===== config.mk =====
export PLATFORM = sky130hd
export DESIGN_NAME = bcd_cnt_ctrl
export DESIGN_NICKNAME = d
export VERILOG_FILES = /design/src/rtl/bcd_cnt_ctrl.sv
export SDC_FILE = /design/constraint.sdc
export NUM_CORES = 1
export LEC_CHECK = 0
export ABC_AREA = 1
export BUFFER_PORTS_ARGS = -buffer_cell sky130_fd_sc_hd__buf_2
export CELL_PAD_IN_SITES_DETAIL_PLACEMENT = 0
export CELL_PAD_IN_SITES_GLOBAL_PLACEMENT = 1
export CORE_MARGIN = 2
export CORE_UTILIZATION = 44
export CTS_BUF_LIST = sky130_fd_sc_hd__clkbuf_2 sky130_fd_sc_hd__clkbuf_4 sky130_fd_sc_hd__clkbuf_8
export DETAILED_ROUTE_END_ITERATION = 7
export HOLD_SLACK_MARGIN = 0.05
export PLACE_DENSITY_LB_ADDON = 0.1
export SYNTH_ARGS = -nofsm -noshare
export SYNTH_HDL_FRONTEND = slang
export SYNTH_SLANG_ARGS = --single-unit

===== constraint.sdc =====
create_clock -name clock -period 2.32 [get_ports clock]
set_input_delay 0.464 -clock clock [delete_from_list [all_inputs] [get_ports clock]]
set_output_delay 0.464 -clock clock [all_outputs]
set_load 0.05 [all_outputs]

===== src/rtl/bcd_cnt_ctrl.sv =====
// -----------------------------------------------------------------------------
// bcd_cnt_ctrl -- two-digit BCD up-counter with run/pause/clear control FSM.
//
// A start in IDLE captures a two-digit BCD terminal value (digits above 9 are
// clamped to 9) and counts q up from 00 once every DIV clocks.
//
// Default build (single shot): when q reaches the terminal value the FSM
// passes through DONE for one cycle (done=1) and returns to IDLE. q holds its
// final value.
//
// Build with BCD_CTRL_AUTORELOAD_EN defined: reaching the terminal value
// pulses done for one cycle. The next tick reloads q to 00 and counting
// continues in RUN until clear or reset. DONE is then only reached by a start
// with a terminal value of 00.
//
// Parameters:
//   DIV    clocks per count tick, 1..255
// Ports:
//   clock  system clock, rising edge
//   reset  asynchronous, active-low reset
//   start  run request, sampled only in IDLE
//   pause  level; freezes the count (RUN -> HOLD) while high
//   clear  abort back to IDLE with q=00; highest priority
//   limit  terminal value {tens, units}, captured on an accepted start
//   q      registered BCD count {tens, units}
//   busy   high in RUN and HOLD (registered)
//   done   one-cycle pulse when q reaches the terminal value (registered)
// -----------------------------------------------------------------------------
module bcd_cnt_ctrl #(
  parameter int unsigned DIV = 1
) (
  input  logic       clock,
  input  logic       reset,
  input  logic       start,
  input  logic       pause,
  input  logic       clear,
  input  logic [7:0] limit,
  output logic [7:0] q,
  output logic       busy,
  output logic       done
);

  typedef enum logic [1:0] {
    IDLE = 2'd0,
    RUN  = 2'd1,
    HOLD = 2'd2,
    DONE = 2'd3
  } state_t;

  localparam logic [7:0] PRESC_LAST = 8'(DIV - 1);

  state_t     state, state_nxt;
  logic [7:0] q_nxt;
  logic [7:0] lim_r, lim_nxt;
  logic [7:0] presc, presc_nxt;
  logic       hit_nxt;
  logic       busy_nxt, done_nxt;
  logic [7:0] q_inc;
  logic [7:0] lim_cap;

  function automatic logic [3:0] clamp_digit(input logic [3:0] d);
    return (d > 4'd9) ? 4'd9 : d;
  endfunction

  // BCD increment of both digits; 99 wraps to 00.
  function automatic logic [7:0] bcd_inc(input logic [7:0] v);
    logic [3:0] tens, units;
    tens  = v[7:4];
    units = v[3:0];
    if (units >= 4'd9) begin
      units = 4'd0;
      tens  = (tens >= 4'd9) ? 4'd0 : tens + 4'd1;
    end else begin
      units = units + 4'd1;
    end
    return {tens, units};
  endfunction

  assign q_inc   = bcd_inc(q);
  assign lim_cap = {clamp_digit(limit[7:4]), clamp_digit(limit[3:0])};

  // NOTE: every variable written here gets a default first so no path leaves
  // it unassigned, which would otherwise infer a latch.
  always_comb begin
    state_nxt = state;
    q_nxt     = q;
    lim_nxt   = lim_r;
    presc_nxt = presc;
    hit_nxt   = 1'b0;

    if (clear) begin
      state_nxt = IDLE;
      q_nxt     = 8'h00;
      presc_nxt = 8'd0;
    end else begin
      unique case (state)
        IDLE: begin
          if (start) begin
            lim_nxt   = lim_cap;
            q_nxt     = 8'h00;
            presc_nxt = 8'd0;
            // A terminal value of 00 is reached immediately.
            state_nxt = (lim_cap == 8'h00) ? DONE : RUN;
          end
        end

        RUN: begin
          if (pause) begin
            // Pause wins over the tick; the prescaler phase is preserved.
            state_nxt = HOLD;
          end else if (presc == PRESC_LAST) begin
            presc_nxt = 8'd0;
`ifdef BCD_CTRL_AUTORELOAD_EN
            if (q == lim_r) begin
              q_nxt = 8'h00;
            end else begin
              q_nxt   = q_inc;
              hit_nxt = (q_inc == lim_r);
            end
`else
            q_nxt = q_inc;
            if (q_inc == lim_r) state_nxt = DONE;
`endif
          end else begin
            presc_nxt = presc + 8'd1;
          end
        end

        HOLD: begin
          if (!pause) state_nxt = RUN;
        end

        DONE: begin
          state_nxt = IDLE;
        end

        default: state_nxt = IDLE;
      endcase
    end
  end

  // Status flags are registered from the next state so they change only on
  // the clock edge and never glitch through state decoding.
  assign busy_nxt = (state_nxt == RUN) || (state_nxt == HOLD);
  assign done_nxt = (state_nxt == DONE) || hit_nxt;

  // NOTE: sequential state uses non-blocking assignments so every register
  // samples the pre-edge values regardless of statement order.
  always_ff @(posedge clock or negedge reset) begin
    if (!reset) begin
      state <= IDLE;
      q     <= 8'h00;
      lim_r <= 8'h00;
      presc <= 8'd0;
      busy  <= 1'b0;
      done  <= 1'b0;
    end else begin
      state <= state_nxt;
      q     <= q_nxt;
      lim_r <= lim_nxt;
      presc <= presc_nxt;
      busy  <= busy_nxt;
      done  <= done_nxt;
    end
  end

endmodule

Yosys cells after proc, flatten, opt, wreduce, memory -nomap -nowiden
Cells that the tools add are included.
{ "op_classes": {"add_sub_neg": 3, "n_lt_le_gt_ge": 4, "n_eq_ne": 10, "n_mux": 22, "bitwise": 1, "n_reduce_logical": 8} }
{ "ops": {"columns": ["cell", "count"], "rows": [
  ["$mux W8", 7],
  ["$pmux W8 S2", 2],
  ["$mux W4", 5],
  ["$logic_not A8 Y1", 2],
  ["$mux W2", 7],
  ["$ne A3 B3 Y1 const B", 3],
  ["$add A4 B1 Y4 const B", 2],
  ["$add A8 B1 Y8 const B", 1],
  ["$eq A2 B2 Y1 const B", 4],
  ["$eq A8 B8 Y1", 1],
  ["$ge A4 B4 Y1 const B", 2],
  ["$gt A4 B4 Y1 const B", 2],
  ["$pmux W2 S4", 1],
  ["$reduce_and A3 Y1", 2],
  ["$eq A2 B1 Y1 const B", 2],
  ["$reduce_and A4 Y1", 1],
  ["$reduce_bool A3 Y1", 1],
  ["$logic_not A2 Y1", 1],
  ["$logic_or A1 B1 Y1", 1],
  ["$not A1 Y1", 1]
]} }
{ "word_totals": {"register_bits": 28, "inputBits": 13, "output_inout_bits": 10, "wordCells": 54} }

Logic depth before layout (Yosys ltp)
Gate-level depths: netlist of run 1.
{ "depth": {"word_depth": 11, "depth_mapped": 14, "mapped_depth_nobuf": 14} }

Worst setup path before layout of run 1
OpenSTA, ideal clock, no wires.
{ "synth_timing": {"path_type": "flip-flop to flip-flop", "start": "register q[0]", "end": "register busy", "setup_time_ns": 0.126, "arrival_ns": 2.204, "required_time_ns": 2.194, "path_slack_ns": -0.010, "stages_incl_launch_ff": 12, "n_path_buf": 1, "period_less_slack_ns": 2.330, "cell_sequence": "dfrtp_1 inv_1 ha_1 nand3_1 nand2_2 buf_6 o21ai_0 nand2_1 xor2_1 nand3_1 a21oi_1 ha_1"} }
{ "synth_between": {"elab_chain_cells": 10, "elab_cells_between_ends": 13, "cone_classes": "add/sub: 1; order compare: 1; eq/ne: 3; mux: 7; reduce/logical: 1"} }
{ "synth_rtl": {"columns": ["element", "line", "source"], "rows": [
  ["from (decl)", "38", "output logic [7:0] q,"],
  ["from (signal assigned)", "159", "q <= q_nxt;"],
  ["$add A4 B1 Y4 / $ge A4 B4 Y1 (equally long branches)", "74, 70", null],
  ["$mux W4", "70", "if (units >= 4'd9) begin"],
  ["$eq A8 B8 Y1 (*)", "122", "if (q_inc == lim_r) state_nxt = DONE;"],
  ["$mux W2 (*)", "122", null],
  ["$mux W2 (*)", "111", "end else if (presc == PRESC_LAST) begin"],
  ["$mux W2 (*)", "108", "if (pause) begin"],
  ["$pmux W2 S4 (*)", "96", "unique case (state)"],
  ["$mux W2 (*)", "91", "if (clear) begin"],
  ["via state_nxt[1]", "52", "state_t state, state_nxt;"],
  ["$eq A2 B1 Y1 / $eq A2 B2 Y1 (equally long branches)", "144", "assign busy_nxt = (state_nxt == RUN) || (state_nxt == HOLD);"],
  ["$logic_or A1 B1 Y1 (*)", "144", null],
  ["via busy_nxt", "57", "logic busy_nxt, done_nxt;"],
  ["to (signal assigned)", "162", "busy <= busy_nxt;"],
  ["to (decl)", "39", "output logic busy,"]
]} }
The timed path passes the listed nets; every way through them passes the cells marked *.
A chain may end at the register's enable or synchronous reset.

Worst setup path after layout of run 1
Ends and elaborated chain as after synthesis.

==> impl_results.md, run 1 <==
- Setup TNS: 0 ns
- GRT Total Usage: 0.1715
- Layout fillers: approximately 380
- Worst path cell trace: inv_1 -> ha_1 -> nand3_1 -> nand2_4 -> inv_1 -> nand2_1 -> nand2_1 -> nand2_1 -> nand2_1 -> nor2_1 -> nand3_1 -> a21oi_2 -> ha_1
- Post-CTS Setup Inserts: 0
- Core area: around 3600 um^2
- Detailed-placement wirelength estimate: 2538 um
- Layout Nets: 253
- CP required: ~2.5 ns
- Worst-Margin Slew: approximately 0.61 ns
- DR DRC count: 0
- Post-synth cell types: 27
- Vias in the first global route: about 1.3k
- HP Class: input pin to async pin
- GP Congestion: 0.8436
- Placed insts: about 270
- Post-synthesis register bit count: 28
- TritonCTS clock tree: done
- Wire per inst: roughly 12 um
- Die Height: 65.48 um
- Via count: 1345
- DRT antenna net count: 0
- Iteration-0 DRC Markers: between 70 and 80
- Reg2reg start: q[0]
- Arrival @ worst endpoint: ~2.3 ns
- Clk_skew: just under 0.003 ns
- Worst Reg-to-Reg Cells: 13
- Largest net degree at the start of global routing: 29
- Layout cells sized above 1: 0.1870
- First-pass GRT wire length: 5644 um
- Worst slew margin: 0.5951
- CTS Buffer Depth: 2
- Area occupied by multi-input gates: between 800 and 900 um^2
- Final-report setup violation count: 0
- Fmax: roughly 470 MHz
- LEAKAGE: just under 1 nW
- GRT Residual Overflow: 0
- Storage cell area: around 700 um^2
- H-tree depth: 1
- P&R area growth vs syn: 13.02%
- Initial antenna violation count: 0
- Clk Latency, worst-skew pair: between 0.2 and 0.3 ns
- Clk root buf: clkbuf_8
- CP bufs+invs: 2
- Crit path max-delay cell type: dfrtp_2
- Final Max Tran Viols: 0
- Worst path max stage delay: roughly 0.45 ns
- Peak VDD IR: about 0.30 mV
- Port-buffer cells: 22
- Final worst path period share: 0.9135
- CP Max Fanout: 13
- Clock-pin slew on the worst setup and hold paths: around 0.09 ns
- Die ar.: about 4300 um^2
- Post-Syn Nets: ~230
- # rows: 22
- CP Capture Point: busy
- Sequential fraction of the synthesis area: 0.4214
- Min Tclk post-route: ~2.1 ns
- Resized cells post-CTS: 0
- Hold buffers post-CTS: 0
- DRT Pass-1 Iters: 4
- CP Class: register to register
- Synth warn: 0
- Drt via density: between 4 and 5
- Num CTS Buffers: 3
- Antenna cells: 0
- Synthesized area: roughly 1700 um^2
- Critical Path Sink Type: register
- Util after Layout: 0.5172
- I/O pins: 23
- Finished Layout Cells: 278
- Reg-to-reg endpoint: busy
- Delay-heaviest family, CP: simple AND/OR/NAND/NOR gates
- Initial core utilization: 0.4576
- Max cap viols: 0
- Power per cell area: ~600 nW/um^2
- R2r setup slk: 0.20 ns
- Synthesized area per cell: between 8 and 9 um^2
- Final hold violation count: 0
- Sink Count: 28
- WP depth: 13
- Total Wirelength: about 3200 um
- Most frequent CP cell: nand2_1
- Worst Setup SP: q[0]
- RSZ-0062 raised after global routing: no
- Final hold slack: about 0.19 ns
- Outcome: completed
- Die X: around 65 um
- Worst setup SP type: register
- Post-Synthesis Cells: between 200 and 250
-- power by group --
part | total (mW) | switching (mW) | leakage [nW] | internal, mW
combinational | 0.262 | 0.176 | 0.591 | 0.0856
clock | 0.300 | 0.148 | 0.0288 | 0.152
sequential | 0.566 | 0.0281 | 0.373 | 0.538
total | 1.13 | 0.352 | 0.993 | 0.775
-- routing by layer --
metal	routed length, um	global-route usage	share of wire
met1	1668	0.2374	0.52
met2	1439	0.2768	0.45
met3	82	0.02568	0.026
met4	20	0.05469	0.0062
met5	0	0	0
-- placed cells by master (no fill, tap or decap), types with 2 or more instances in the layout --
master / n
nand3_1: 19
o21ai_0: 5
nor2_1: 15
nand2_4: 3
o31ai_1: 2
o22ai_1: 11
xor2_1: 5
inv_2: 3
a21oi_1: 9
nand2_1: 45
clkbuf_8: 4
nor3_1: 2
ha_1: 9
nand2_2: 4
buf_2: 22
inv_1: 33
dfrtp_1: 27
-- registers in the layout, summed over array words and instances (netlist names) --
name and cells:
lim_r 8, presc 8, q 8, state 2
busy 1, done 1
-- worst reg2reg max path, cell delays in order (launching register included) --
cell,delay (ns)
dfrtp_2,0.45
inv_1,0.14
ha_1,0.16
nand3_1,0.11
nand2_4,0.16
inv_1,0.11
nand2_1,0.09
nand2_1,0.07
nand2_1,0.06
nand2_1,0.05
nor2_1,0.10
nand3_1,0.12
a21oi_2,0.16
ha_1,0.24
-- cell type report --
class	instances	share of cell area
clock buffer	4	0.02929
inverter	36	0.07190
multi-input combinational	140	0.4348
sequential	28	0.3735
tap	48	0.03196
timing repair buffer	22	0.05859
-- worst min path at each step --
stage / start / end / slack (ns) / cells after the start
2_1_floorplan: reset / busy / 0.17 / 0
3_3_place_gp: lim_r[7] / lim_r[7] / 0.48 / 2
3_5_place_dp: lim_r[7] / lim_r[7] / 0.48 / 2
4_1_cts: reset / state[0] / 0.22 / 1
5_1_grt: reset / state[0] / 0.23 / 1
6_report: reset / state[0] / 0.19 / 1
-- synth_stat cells --
cell | instances | area share
nand2_2 | 5 | 0.019
nand2_1 | 45 | 0.10
a41oi_1 | 1 | 0.0053
buf_6 | 1 | 0.0068
o211ai_4 | 1 | 0.013
ha_1 | 9 | 0.068
nor2_2 | 1 | 0.0038
nand2_4 | 2 | 0.014
nor4_1 | 1 | 0.0038
nor2_1 | 15 | 0.034
nor4_4 | 1 | 0.013
o221ai_1 | 1 | 0.0053
o31ai_1 | 2 | 0.0090
inv_2 | 3 | 0.0068
o22ai_1 | 11 | 0.041
o41ai_1 | 1 | 0.0053
mux2i_1 | 1 | 0.0060
a21oi_1 | 10 | 0.030
or2_2 | 1 | 0.0038
xor2_1 | 5 | 0.026
dfrtp_1 | 28 | 0.42
buf_4 | 1 | 0.0045
nor3_1 | 2 | 0.0060
nor2_4 | 1 | 0.0068
o21ai_0 | 5 | 0.015
inv_1 | 33 | 0.074
nand3_1 | 19 | 0.057
-- through the flow --
stage / cell area (um^2) / total power, mW / worst slack, ns
2_1_floorplan: 1664 / 0.7660 / 0.08921
3_5_place_dp: 1815 / 0.8374 / 0.1443
6_report: 1879 / 1.127 / 0.2006
5_1_grt: 1879 / 1.200 / 0.001563
4_1_cts: 1871 / 1.138 / 0.1249
3_3_place_gp: 1815 / 0.8314 / 0.1945
-- cell families after synthesis --
kind of cell | Yosys count | synth area share
XOR/XNOR | 5 | 0.02633
AND/OR/NAND/NOR | 93 | 0.2619
flip-flops | 28 | 0.4214
multiplexers | 1 | 0.006020
adder cells (fa/ha/maj) | 9 | 0.06772
AO/OA/AOI/OAI | 32 | 0.1242
buffers and inverters | 38 | 0.09255
Power figures use the tool's default switching activity.
==> run 2: changes to the inputs <==
- CORE_ASPECT_RATIO: unset -> 1.1
==> impl_results.md, run 2 (synthesis gave the netlist of run 1 again) <==
- Max cap viols: 0
- Reg2reg start: q[1]
- Final Instance Area: 1906 um^2
- DRT antenna net count: 0
- Drt via density: 4.933
- Setup TNS: 0 ns
- Final-report setup violation count: 0
- Clock-pin slew on the worst setup and hold paths: roughly 0.090 ns
- H-tree depth: 1
- Die Height: 68.48 um
- Arrival @ worst endpoint: between 2 and 2.5 ns
- Initial core utilization: 0.4586
- # rows: 23
- Placed insts: ~280
- WL met2: approximately 1600 um
- Clock power share: 0.253
- Peak VDD IR: between 0.2 and 0.3 mV
- Most frequent CP cell: nand2_1
- Outcome: completed
- Port-buffer cells: 22
- Worst path cell trace: inv_1 -> ha_1 -> inv_1 -> nand3_1 -> nand2_4 -> inv_1 -> nand2_1 -> nand2_1 -> nand2_1 -> nand2_1 -> nor2_1 -> nand3_1 -> a21oi_2 -> ha_1
- Worst slew margin: 0.5782
- Fmax: approximately 480 MHz
- Iteration-0 DRC Markers: 46
- Layout fillers: slightly below 400
- Worst Setup SP: q[1]
- CTS Buffer Depth: 2
- Clk root buf: clkbuf_8
- I/O pins: 23
- Largest net degree at the start of global routing: 29
- Via count: 1401
- Initial antenna violation count: 0
- Metal-1 WL: between 1500 and 2000 um
- Min Tclk post-route: 2.085 ns
- Power Total: roughly 1.1 mW
- Worst setup SP type: register
- Met3 WL post-DR: 140 um
- GRT Residual Overflow: 0
- Layout Nets: 257
- Clk Latency, worst-skew pair: roughly 0.27 ns
- Core area: 3626 um^2
- Die ar.: 4288 um^2
- Util after Layout: 0.5255
- Final worst path period share: 0.8986
- Vias in the first global route: roughly 1.3k
- RSZ-0062 raised after global routing: no
- Antenna cells: 0
- GP Congestion: around 0.8
- Critical Path Sink Type: register
- P&R area growth vs syn: 14.60%
- Die X: 62.62 um
- Highest Signal Layer: met4
- Worst-Margin Slew: around 0.63 ns
- Largest regs: lim_r x8, presc x8, q x8
- DRT Pass-1 Iters: 4
- Detailed-placement wirelength estimate: 2608 um
- Switching portion of total power: 0.3153
- DR DRC count: 0
- Worst path max stage delay: around 0.40 ns
- Finished Layout Cells: ~280
- Final hold violation count: 0
- Wire per inst: around 12 um
- Net switching power: roughly 0.35 mW
- Layout cells sized above 1: 0.2051
- Reg power frac: 0.510
- Hold buffers post-CTS: 0
- Sink Count: 28
- Total Wirelength: 3322 um
- Final Max Tran Viols: 0
- CP required: ~2.5 ns
- Clk_skew: approximately 0.0071 ns
- Commonest non-fill, non-tap cells in the layout: nand2_1 (45), inv_1 (32), dfrtp_1 (27), buf_2 (22), nand3_1 (19)
- First-pass GRT wire length: between 5000 and 6000 um
- Combinational fraction of design power: 0.237
- LEAKAGE: between 1 and 1.5 nW
- Post-DP Area: 1818 um^2
- GRT Total Usage: 0.1672
- Crit path max-delay cell type: dfrtp_1
- Most common cell after layout, fill and taps aside: nand2_1
- Num CTS Buffers: 3
- HP Class: input pin to async pin
- TritonCTS clock tree: done
- CP Max Fanout: 11
- Internal Power: roughly 0.76 mW
- CP Class: register to register
- Power per cell area: 580.6 nW/um^2
-- run 2: changes by cell type in the layout (fill, tap and decap cells not counted) --
cell	delta
clkbuf_4	+1
buf_4	+4
inv_2	+1
inv_1	-1
clkbuf_8	-1
-- run 2: layer usage --
metal | global-route usage | vias to the layer above
li1 | - | 732
met1 | 0.2184 | 639
met2 | 0.2944 | 28
met3 | 0.02632 | 2
met4 | 0.04167 | 0
met5 | 0 | -
-- run 2: power groups by stage --
stage	Combinational [mW]	Clock (mW)	Sequential, mW
3_3_place_gp	0.259	0	0.574
5_1_grt	0.300	0.313	0.570
4_1_cts	0.263	0.294	0.563
2_1_floorplan	0.166	0	0.600
3_5_place_dp	0.262	0	0.573
6_report	0.262	0.280	0.564
-- run 2: final timing paths --
kind,end,slack (ns),cells past startpoint
setup / recovery,busy,0.24,14
hold / removal,q[3],0.20,1
setup reg to reg,busy,0.24,14
hold reg to reg,lim_r[7],0.50,2
max in group asynchronous,q[0],1.67,1
min in group clock,lim_r[4],0.43,3
-- run 2: stage by stage --
| step | hold WS, ns | setup slack, ns |
|---|---|---|
| floorplan | 0.1684 | 0.08921 |
| global placement | 0.4812 | 0.1498 |
| detailed placement | 0.4796 | 0.08542 |
| CTS | 0.2191 | 0.06556 |
| global route | 0.2416 | 0.03274 |
| finish | 0.2022 | 0.2352 |
-- run 2: repair_timing --
action | CTS | global route
gates resized for setup | 0 | 3
endpoints found under the setup margin | 0 | 2
buffers inserted | 0 | 4
-- run 2: layout make-up --
| class | count | area, um^2 | share of cell area |
|---|---|---|---|
| clock buffers | 4 | 48.80 | 0.02561 |
| inverters | 36 | 135.1 | 0.07091 |
| multi-input cells | 140 | 817.0 | 0.4288 |
| flip-flops and latches | 28 | 701.9 | 0.3684 |
| well taps | 50 | 62.56 | 0.03283 |
| repair buffers | 26 | 140.1 | 0.07354 |
-- run 2: critical path: cells and delay by family, from the launching register on --
family / cells / cell delay, ns
AOI/OAI and AO/OA: 1 / 0.17
adders and majority gates: 2 / 0.42
DFF: 1 / 0.40
buffers and inverters: 3 / 0.23
and+or+nand+nor: 8 / 0.75
==> run 3: changes to the inputs <==
- ABC_AREA: 1 -> unset
- CORE_UTILIZATION: 44 -> 45
- SLEW_MARGIN: unset -> 20
==> impl_results.md, run 3 <==
- Clk_skew: between 0.005 and 0.006 ns
- Most common cell after layout, fill and taps aside: buf_4
- Port-buffer cells: 22
- Layout Nets: about 280
- Worst-Margin Slew: roughly 0.63 ns
- CTS Buffer Depth: 2
- Initial antenna violation count: 0
- Synth area leaders: dfrtp_1 (39%), o21ai_0 (7.3%), ha_1 (6.3%)
- Final hold violation count: 0
- Post-synth cell types: 48
- Most frequent cells after synthesis: dfrtp_1 (28), o21ai_0 (26), nand2_1 (16)
- Min Tclk post-route: approximately 2.3 ns
- P&R area growth vs syn: 33.96%
- DRT Pass-1 Iters: 4
- Top_reg_cell synth: dfrtp_1
- Failing checks: negative setup slack
- CP Max Fanout: 5
- Final-report setup violation count: 1
- Final worst path period share: 1.004
- Clk root buf: clkbuf_8
- Via count: 1675
- Worst setup SP type: register
- Num CTS Buffers: 3
- Max cap viols: 0
- # rows: 24
- Drt via density: roughly 5.5
- Wire per inst: 14.30 um
- Antenna cells: 0
- H-tree depth: 1
- Die X: 64.21 um
- Hold buffers post-CTS: 0
- Die Height: 70.23 um
- Worst slew margin: 0.5816
- Area share of the largest cell type after synthesis: 0.3905
- Post-Syn Nets: approximately 230
- Critical Path Sink Type: register
- Post-Synth XOR/XNOR Area: 0.02929
- Power per cell area: 460.6 nW/um^2
- CP Class: register to register
- Clock-pin slew on the worst setup and hold paths: around 0.10 ns
- Util after Layout: 0.6157
- Synth warn: 0
- Synthesized area: 1794 um^2
- Post-synthesis register bit count: 28
- I/O pins: 23
- GP Congestion: ~0.83
- Core area: between 3000 and 4000 um^2
- Peak VDD IR: 0.3538 mV
- Count leader, synth: dfrtp_1
- GRT Residual Overflow: 0
- DR DRC count: 0
- Arrival @ worst endpoint: around 2.5 ns
- Clk Latency, worst-skew pair: 0.28 ns
- Adder-cell area share of the yosys netlist: 0.06276
- Count of flip-flops with a built-in enable after synthesis: 0
- Initial core utilization: 0.4596
- Ys async rst share: 1.000
- Die ar.: between 4000 and 5000 um^2
- Total Wirelength: approximately 4400 um
- Commonest non-fill, non-tap cells in the layout: buf_4 (28), o21ai_0 (25), dfrtp_1 (23), buf_2 (22), nand2_1 (16)
- Synth Area in Compound Gates: 0.1841
- Largest net degree at the start of global routing: 29
- Leading area contributor after synthesis: dfrtp_1
- Fmax: about 430 MHz
- Layout fillers: between 300 and 400
- Vias in the first global route: about 1.7k
- First-pass GRT wire length: 7610 um
- Synthesized area per cell: 8.795 um^2
- TritonCTS clock tree: done
- Final Max Tran Viols: 0
- Finished Layout Cells: between 300 and 400
- Iteration-0 DRC Markers: 109
- Post-Synthesis Cells: between 200 and 250
- HP Class: input pin to async pin
- Largest regs: lim_r x8, presc x8, q x8
- CP required: 2.49 ns
- GRT Total Usage: 0.2104
- Layout cells sized above 1: 0.3715
- RSZ-0062 raised after global routing: yes
- DRT antenna net count: 0
- Pre-CTS setup slack: -0.2083 ns
- Detailed-placement wirelength estimate: 3232 um
- Simple-gate share of the synthesized area: 0.2587
- LEAKAGE: 1.055 nW
- Largest family of logic cells by synthesized area: simple AND/OR/NAND/NOR gates
- Sequential fraction of the synthesis area: 0.3905
- Placed insts: 300
- PnR worst setup slack: -0.01009 ns
- Post-synthesis mux area share: 0.01883
- Power Total: around 1.1 mW
- Sink Count: 28
- Outcome: finished, violations left
run 3: cell types whose count changed in the layout (fill, tap and decap cells not counted), sizes merged, moves of 9 or more:
cell   delta
nand2    -36
buf      +26
o21ai    +23
inv      -21
nand3    -13
o22ai     -9
run 3: power breakdown:
group | switching [mW] | total, mW | internal, mW
Combinational | 0.134 | 0.244 | 0.109
Clock | 0.157 | 0.309 | 0.152
Sequential | 0.0330 | 0.554 | 0.521
run 3: layout make-up:
class / count / area (um^2) / area share
flip-flops and latches: 28 / 706.9 / 0.2941
well taps: 52 / 65.06 / 0.02707
inverters: 15 / 58.81 / 0.02447
repair buffers: 52 / 342.8 / 0.1426
multi-input cells: 154 / 1175 / 0.4888
clock buffers: 4 / 55.05 / 0.02290
run 3: cells by family after synthesis:
kind of cell | after synthesis
and+or+nand+nor | 80
buffers and inverters | 22
muxes | 3
xor gates and xnor gates | 6
DFF | 28
adders and majority gates | 9
AOI/OAI and AO/OA | 56
run 3: final timing paths:
| path | start | slack [ns] | cells after the start | end |
|---|---|---|---|---|
| min reg2reg | presc[2] | 0.55 | 1 | presc[2] |
| min in group clock | limit[0] | 0.43 | 3 | lim_r[0] |
| max in group asynchronous | reset | 1.68 | 1 | q[5] |
| max reg2reg | q[4] | -0.01 | 7 | busy |
| max | q[4] | -0.01 | 7 | busy |
| min | reset | 0.19 | 1 | q[0] |
run 3: what timing repair did:
action / in CTS / in global routing
endpoints found under the setup margin: 2 / 2
setup buffers: 1 / 0
resized for setup: 16 / 11
pin swaps: 10 / 4
run 3: stage by stage:
step | cell area, um^2 | setup TNS (ns) | hold slack (ns)
global route | 2404 | -0.1071 | 0.2344
detailed placement | 2193 | -0.2982 | 0.5282
global placement | 2193 | -0.09538 | 0.5146
finish | 2404 | -0.01009 | 0.1895
floorplan | 1851 | -0.2228 | 0.1684
CTS | 2336 | 0 | 0.2204
run 3: critical path: stages, from the launching register on:
cell	delay, ns
dfrtp_2	0.47
buf_6	0.14
and4b_4	0.21
or3_4	0.37
a2111oi_4	0.30
o221ai_2	0.14
o31ai_2	0.31
ha_1	0.28
run 3: metal layers:
| metal | share of wire | vias up | GRT usage |
|---|---|---|---|
| met5 | 0 | - | 0 |
| met4 | 0.0083 | 0 | 0.08038 |
| met3 | 0.036 | 4 | 0.02576 |
| met2 | 0.49 | 36 | 0.3461 |
| met1 | 0.46 | 799 | 0.2822 |
| li1 | - | 836 | - |
